[src/rtl/col_compress_pipe_if.sv]
// Column-compressor bus: the squarer drives the word set and neighbour word and reads back the three sums.
// There is no backpressure: in_valid qualifies Adder_A, Adder_B belongs to the cycle after in_valid, and out_valid qualifies S/S2x/S3x.
interface col_compress_pipe_if #(
   parameter int N_IN  = 66,
   parameter int W     = 25,
   parameter int OUT_W = 26
) ();
   logic                     in_valid;
   logic [N_IN-1:0][W-1:0]   Adder_A;
   logic [W-1:0]             Adder_B;
   logic                     out_valid;
   logic [OUT_W-1:0]         S;
   logic [OUT_W-1:0]         S2x;
   logic [OUT_W-1:0]         S3x;

   modport master (
      output in_valid, Adder_A, Adder_B,
      input  out_valid, S, S2x, S3x
   );

   modport slave (
      input  in_valid, Adder_A, Adder_B,
      output out_valid, S, S2x, S3x
   );
endinterface

[src/rtl/col_compress_pipe.sv]
// Pipelined column compressor: CSA tree to a registered carry-save pair, then merge with the neighbour word.
// Define COL_CMP_OUTREG_EN to register S/S2x/S3x/out_valid (latency 2); otherwise the outputs are combinational (latency 1).
module col_compress_pipe #(
   parameter int N_IN  = 66,
   parameter int W     = 25,
   parameter int OUT_W = 26
) (
   input  logic clk_sq,
   input  logic reset_sq,
   col_compress_pipe_if.slave bus
);
   localparam int TW = W + $clog2(N_IN) + 2;
   localparam int MW = TW + 2;

   function automatic int next_cnt(input int n);
      return 2 * (n / 3) + (n % 3);
   endfunction

   function automatic int cnt_at(input int lvl);
      int n;
      n = N_IN;
      for (int i = 0; i < lvl; i++) begin
         if (n > 2) n = next_cnt(n);
      end
      return n;
   endfunction

   function automatic int num_levels();
      int n;
      int l;
      n = N_IN;
      l = 0;
      while (n > 2) begin
         n = next_cnt(n);
         l++;
      end
      return l;
   endfunction

   localparam int NL = num_levels();

   // Each level owns its own word arrays so no comb loop appears through a shared array.
   for (genvar l = 0; l < NL; l++) begin : g_lvl
      localparam int NC = cnt_at(l);
      localparam int NG = NC / 3;
      localparam int NR = NC % 3;
      localparam int NN = 2 * NG + NR;

      logic [TW-1:0] w_in  [NC];
      logic [TW-1:0] w_out [NN];

      if (l == 0) begin : g_first
         for (genvar i = 0; i < N_IN; i++) begin : g_ext
            assign w_in[i] = TW'(bus.Adder_A[i]);
         end
      end else begin : g_next
         assign w_in = g_lvl[l-1].w_out;
      end

      for (genvar g = 0; g < NG; g++) begin : g_csa
         assign w_out[2*g]   = w_in[3*g] ^ w_in[3*g+1] ^ w_in[3*g+2];
         assign w_out[2*g+1] = ((w_in[3*g] & w_in[3*g+1]) |
                                (w_in[3*g] & w_in[3*g+2]) |
                                (w_in[3*g+1] & w_in[3*g+2])) << 1;
      end

      for (genvar r = 0; r < NR; r++) begin : g_pass
         assign w_out[2*NG+r] = w_in[3*NG+r];
      end
   end

   logic [TW-1:0] tree_s;
   logic [TW-1:0] tree_c;
   assign tree_s = g_lvl[NL-1].w_out[0];
   assign tree_c = g_lvl[NL-1].w_out[1];

   logic [TW-1:0] c1;
   logic [TW-1:0] s1;
   logic          v1;

   always_ff @(posedge clk_sq) begin
      if (reset_sq) begin
         c1 <= '0;
         s1 <= '0;
         v1 <= 1'b0;
      end else begin
         v1 <= bus.in_valid;
         if (bus.in_valid) begin
            c1 <= tree_c;
            s1 <= tree_s;
         end
      end
   end

   // Two 3:2 levels form the 4:2 reduction; dropped carries lie above MW, so the result is exact mod 2^MW.
   function automatic logic [MW-1:0] add4(input logic [MW-1:0] a, input logic [MW-1:0] b,
                                          input logic [MW-1:0] c, input logic [MW-1:0] d);
      logic [MW-1:0] sa;
      logic [MW-1:0] ca;
      logic [MW-1:0] sb;
      logic [MW-1:0] cb;
      sa = a ^ b ^ c;
      ca = ((a & b) | (a & c) | (b & c)) << 1;
      sb = sa ^ ca ^ d;
      cb = ((sa & ca) | (sa & d) | (ca & d)) << 1;
      return sb + cb;
   endfunction

   logic [MW-1:0] c1_w;
   logic [MW-1:0] s1_w;
   logic [MW-1:0] b_w;
   assign c1_w = MW'(c1);
   assign s1_w = MW'(s1);
   assign b_w  = MW'(bus.Adder_B);

   logic [OUT_W-1:0] res_s;
   logic [OUT_W-1:0] res_s2x;
   logic [OUT_W-1:0] res_s3x;
   assign res_s   = OUT_W'(add4(c1_w, s1_w, b_w, '0));
   assign res_s2x = OUT_W'(add4(c1_w << 1, s1_w << 1, b_w, '0));
   assign res_s3x = OUT_W'(add4(c1_w, s1_w, b_w, b_w));

`ifdef COL_CMP_OUTREG_EN
   always_ff @(posedge clk_sq) begin
      if (reset_sq) begin
         bus.out_valid <= 1'b0;
         bus.S         <= '0;
         bus.S2x       <= '0;
         bus.S3x       <= '0;
      end else begin
         bus.out_valid <= v1;
         if (v1) begin
            bus.S   <= res_s;
            bus.S2x <= res_s2x;
            bus.S3x <= res_s3x;
         end
      end
   end
`else
   // A reset landing in the merge cycle discards that transaction, so it never shows valid.
   assign bus.out_valid = v1 & ~reset_sq;
   assign bus.S         = res_s;
   assign bus.S2x       = res_s2x;
   assign bus.S3x       = res_s3x;
`endif
endmodule

[src/flat_wrapper.sv]
// flat-port wrapper written by rule: the top's interface ports become plain ports
module col_compress_pipe_flat 
#(
   parameter int N_IN  = 66,
   parameter int W     = 25,
   parameter int OUT_W = 26
)
  (clk_sq, reset_sq, bus_in_valid, bus_Adder_A, bus_Adder_B, bus_out_valid, bus_S, bus_S2x, bus_S3x);
  col_compress_pipe_if #(.N_IN(N_IN), .W(W), .OUT_W(OUT_W)) bus_i ();
  input  logic clk_sq;
  input  logic reset_sq;
  input wire logic [$bits(bus_i.in_valid)-1:0] bus_in_valid;
  input wire logic [$bits(bus_i.Adder_A)-1:0] bus_Adder_A;
  input wire logic [$bits(bus_i.Adder_B)-1:0] bus_Adder_B;
  output wire logic [$bits(bus_i.out_valid)-1:0] bus_out_valid;
  output wire logic [$bits(bus_i.S)-1:0] bus_S;
  output wire logic [$bits(bus_i.S2x)-1:0] bus_S2x;
  output wire logic [$bits(bus_i.S3x)-1:0] bus_S3x;
  assign bus_i.in_valid = bus_in_valid;
  assign bus_i.Adder_A = bus_Adder_A;
  assign bus_i.Adder_B = bus_Adder_B;
  assign bus_out_valid = bus_i.out_valid;
  assign bus_S = bus_i.S;
  assign bus_S2x = bus_i.S2x;
  assign bus_S3x = bus_i.S3x;
  col_compress_pipe #(.N_IN(N_IN), .W(W), .OUT_W(OUT_W)) u_core (.clk_sq(clk_sq), .reset_sq(reset_sq), .bus(bus_i));
endmodule
[config.mk]
export PLATFORM = sky130hd
export DESIGN_NAME = col_compress_pipe_flat
export DESIGN_NICKNAME = d
export VERILOG_FILES = /design/src/rtl/col_compress_pipe_if.sv /design/src/rtl/col_compress_pipe.sv /design/src/flat_wrapper.sv
export SDC_FILE = /design/constraint.sdc
export NUM_CORES = 2
export LEC_CHECK = 0
export ABC_AREA = 1
export CAP_MARGIN = 25
export CORE_AREA = 8 8 672 674
export CTS_BUF_LIST = sky130_fd_sc_hd__clkbuf_16
export DETAILED_ROUTE_END_ITERATION = 10
export DIE_AREA = 0 0 680 682
export PLACE_DENSITY = 0.3
export SYNTH_ARGS = -nofsm -noshare
export SYNTH_HDL_FRONTEND = slang
export SYNTH_SLANG_ARGS = --single-unit
[constraint.sdc]
create_clock -name clk_sq -period 7.63 [get_ports clk_sq]
set_clock_uncertainty 0.05 [all_clocks]
set_input_delay 1.1445 -clock clk_sq [delete_from_list [all_inputs] [get_ports clk_sq]]
set_output_delay 1.1445 -clock clk_sq [all_outputs]
set_load 0.01 [all_outputs]
; Word-level counts from Yosys, hierarchy flattened
; Cells that the tools add are included.
[word_totals]
register_bits = 52
latch_bits = 0
ram_bits = 0
mem_bits_ro = 0
in_bits = 1678
output_inout_bits = 79
wordCells = 479
n_memories = 0
[op_classes]
addsub = 3
multipliers = 0
div = 0
n_lt_le_gt_ge = 0
eq_ne = 0
n_shift = 0
mux = 0
n_bitwise = 473
n_reduce_logical = 0
[op_table]
columns = op, n
row1 = $and 25x25->25, 202
row2 = $or 25x25->25, 134
row3 = $xor 26x26->26, 66
row4 = $xor 25x25->25, 44
row5 = $xor 26x25->26, 18
row6 = $xor 25x26->26, 7
row7 = $add 26x26->26, 3
row8 = $and 1x1->1, 1
row9 = $not 1->1, 1

; Longest topological paths before layout
[depth]
depth_word = 30
mapped_depth = 32
mapped_depth_nobuf = 32

; Least setup slack after synthesis
; No wires, ideal clock.
[synth_path]
path_type = input to register
start = input bus_Adder_A[848]
end = register u_core.s1[23]
setup_time_ns = 0.086
arrival_time_ns = 6.594
required_time_ns = 7.494
path_slack_ns = 0.900
cell_stages = 20
path_buffers = 0
cell_sequence = fa_1 inv_1 fa_1 inv_1 fa_1 inv_1 fa_1 inv_1 fa_1 inv_1 fa_1 fa_1 inv_1 fa_1 inv_1 fa_1 inv_1 fa_1 nor2_1 a211oi_1
[synth_rtl]
columns = element, line
row1 = "start, declared", flat_wrapper.sv:13  ; input wire logic [$bits(bus_i.Adder_A)-1:0] bus_Adder_A;
row2 = "end signal, assigned", col_compress_pipe.sv:90  ; s1 <= tree_s;
row3 = "end, declared", col_compress_pipe.sv:78  ; logic [TW-1:0] s1;

==> summary.txt <==
Synth Area in Compound Gates = 2.64%
CTS H-Tree Depth = 2
Total global-route track usage = 14.6%
Simple-gate share of the synthesized area = 3.42%
DP Worst Slack = -0.772 ns
Kind of end point of the critical path = flop
Worst Setup Start Kind = input pin
Die Span Y = 682 µm
CTS max path bufs = 2
Commonest non-fill, non-tap cell in the layout = inv_1
Reg-to-Reg Start = u_core.s1[23]
Die area = 464000 µm²
Worst setup startpoint = bus_Adder_A[889]
Detailed placement HPWL = 343000 µm
Met1 Resource Use GR = 12.1%
CP arrival = 7.67 ns
Worst EP required = 7.84 ns
Tightest Pin Transition = 0.622 ns
Rel. slew slack = 58.2%
Most Crowded Layer GR = met2
Final worst path period need = 7.46 ns
Initial DRC Count = 1014
Vias in the first global route = 46000
Post-Synth XOR/XNOR Area = 2.34%
DRC violations left = 0
Routed WL = 347000 µm
Hold WC Path Type = flop to flop
Placed cell areas = 75500 µm²
Fin Hold WS = 0.447 ns
Highest Clock Rate = 134 MHz
Core Footprint = 440000 µm²
NumNets Final = 10300
Max-cap viol count = 0
Synthesized flop and latch total = 50
Cell variety after synth = 43
Avg Cell Area, Syn = 9.83 µm²
Fin area = 76100 µm²
DR pass1 iterations = 5
GRT overflow = 0
Met2 usage in global routing = 33.1%
CTS buffer count = 5
DR vias = 37100
DR vias/cell = 2.90
Root buffer cell = clkbuf_16
Top cells by area, synth = fa_1 (66%), inv_1 (18%), ha_1 (4.8%)
Main combinational cell family by area after synthesis = adder cells
Synthesized area = 47800 µm²
Crit Path Class = input pin to flop
Cell count after synthesis = 4862
R2R cell count = 2
Min setup slack post-route = 0.166 ns
Synth warn = 0
Fraction of layout cells with a size suffix above 1 = 4.93%
Syn Nets = 8309
Die width = 680 µm
RSZ-0062 raised after global routing = no
Final setup viols = 0
Initial core utilization = 10.9%
Io pins = 1757
CTS tree = yes
Skew-Pair Late Insertion Delay = 0.34 ns
Final Cycle Share = 97.8%
Final hold violations = 0
Area share of the largest cell type after synthesis = 66.4%
Largest net degree at the start of global routing = 86
Met3 usage = 2.88%
Adder-Cell Fraction of Synth Area = 71.2%
Seq/Total Area, Yosys = 2.09%
Final ANT Viol Nets = 0
Number of port buffers = 1756
Most frequent cells in the layout = inv_1 (2291), clkdlybuf4s50_1 (1748), fa_1 (1529), nand2_1 (237), ha_1 (184)
Synth-to-Final Area Change = 59.2%
Max Slew Vio Count = 0
Clock sink count = 50
Initial antenna violation count = 177
Clock-pin slew on the worst setup and hold paths = 0.09 ns
Routability cong. = 0.872
Hold path start = u_core.c1[25]
Mux share of post-synthesis cell area = 0.0707%
Hold Path Cell Cnt = 2
Worst-path fanout max = 1
Global-route wire length before repair = 443000 µm
DR WL/cell = 27.1 µm
FP Rows = 244
Status = finished, final reports clean
Area leader, netlist = fa_1
==> logic make-up (layout without fill, tap and decap cells) <==
kind of cell,after synthesis,in the layout
AO/OA/AOI/OAI,197,197
XOR/XNOR,128,128
adder cells (fa/ha/maj),1769,1769
buffers and inverters,2321,4291
flip-flops,50,50
multiplexers,3,3
other,0,81
AND/OR/NAND/NOR,394,394
==> flip-flops by register name, indices dropped and copies added, names as in the netlist <==
signal	flops
u_core.s1	26
u_core.c1	23
u_core.v1	1
==> per-stage QoR <==
stage	TNS [ns]	cells	utilization (%)
floorplan	0	4862	-
CTS	0	12700	17.2
detailed placement	-22.22	12700	17.2
global route	0	12800	17.3
global placement	-24.39	12700	17.2
finish	0	12800	17.3
==> layout make-up <==
class / count / area [µm²]
diodes: 81 / 203
inverters: 2303 / 8660
repair buffers: 1980 / 20400
well taps: 5904 / 7390
flip-flops and latches: 50 / 1000
clock inverters: 3 / 47.5
fillers: 49500 / 364000
clock buffers: 5 / 125
multi-input cells: 2491 / 38200
==> final timing paths <==
kind | end | slack (ns)
hold / removal | u_core.c1[25] | 0.45
setup / recovery | u_core.s1[14] | 0.17
setup reg to reg | u_core.s1[23] | 6.51
hold reg to reg | u_core.c1[25] | 0.45
==> synth_stat cells, drive strengths merged <==
master,number
xnor2,39
nor3,4
mux2,3
o211ai,2
or2,2
a211oi,43
clkbuf,13
xor2,89
nand3b,7
a21oi,79
a31oi,2
nor2,88
nand2,242
nand4,6
o21a,1
ha,184
fa,1585
inv,2303
o2111ai,2
o21bai,7
o311ai,1
buf,5
a221oi,2
a21o,8
nor4,1
dfxtp,50
and3,1
o21ai,50
nand3,43
==> what timing repair did <==
item                                   in CTS  in global routing
endpoints found under the hold margin       0                  0
setup buffers                               0                  0
pin swaps                                  12                 18
gates resized for setup                    43                 34
setup endpoints to repair                  34                 21
hold buffers                                0                  0
==> worst max-delay path, stage by stage <==
cell             delay, ns
clkdlybuf4s50_1       0.43
fa_2                  0.71
inv_2                 0.10
fa_1                  0.47
buf_4                 0.15
fa_1                  0.52
inv_1                 0.06
fa_2                  0.61
inv_1                 0.09
fa_1                  0.48
fa_1                  0.52
buf_12                0.15
fa_1                  0.51
fa_1                  0.46
fa_1                  0.50
inv_1                 0.06
fa_1                  0.47
nor2_1                0.05
a211oi_1              0.17
==> per-layer routing <==
| layer | vias to the layer above | share of wire, % |
|---|---|---|
| li1 | 16800 | - |
| met1 | 18700 | 28 |
| met2 | 1180 | 64 |
| met3 | 352 | 4.7 |
| met4 | 116 | 3.1 |
| met5 | - | 0.21 |
Power is left out: the tool's default activity adds up to more than one toggle a clock period on the data nets, which glitch-free logic cannot reach.
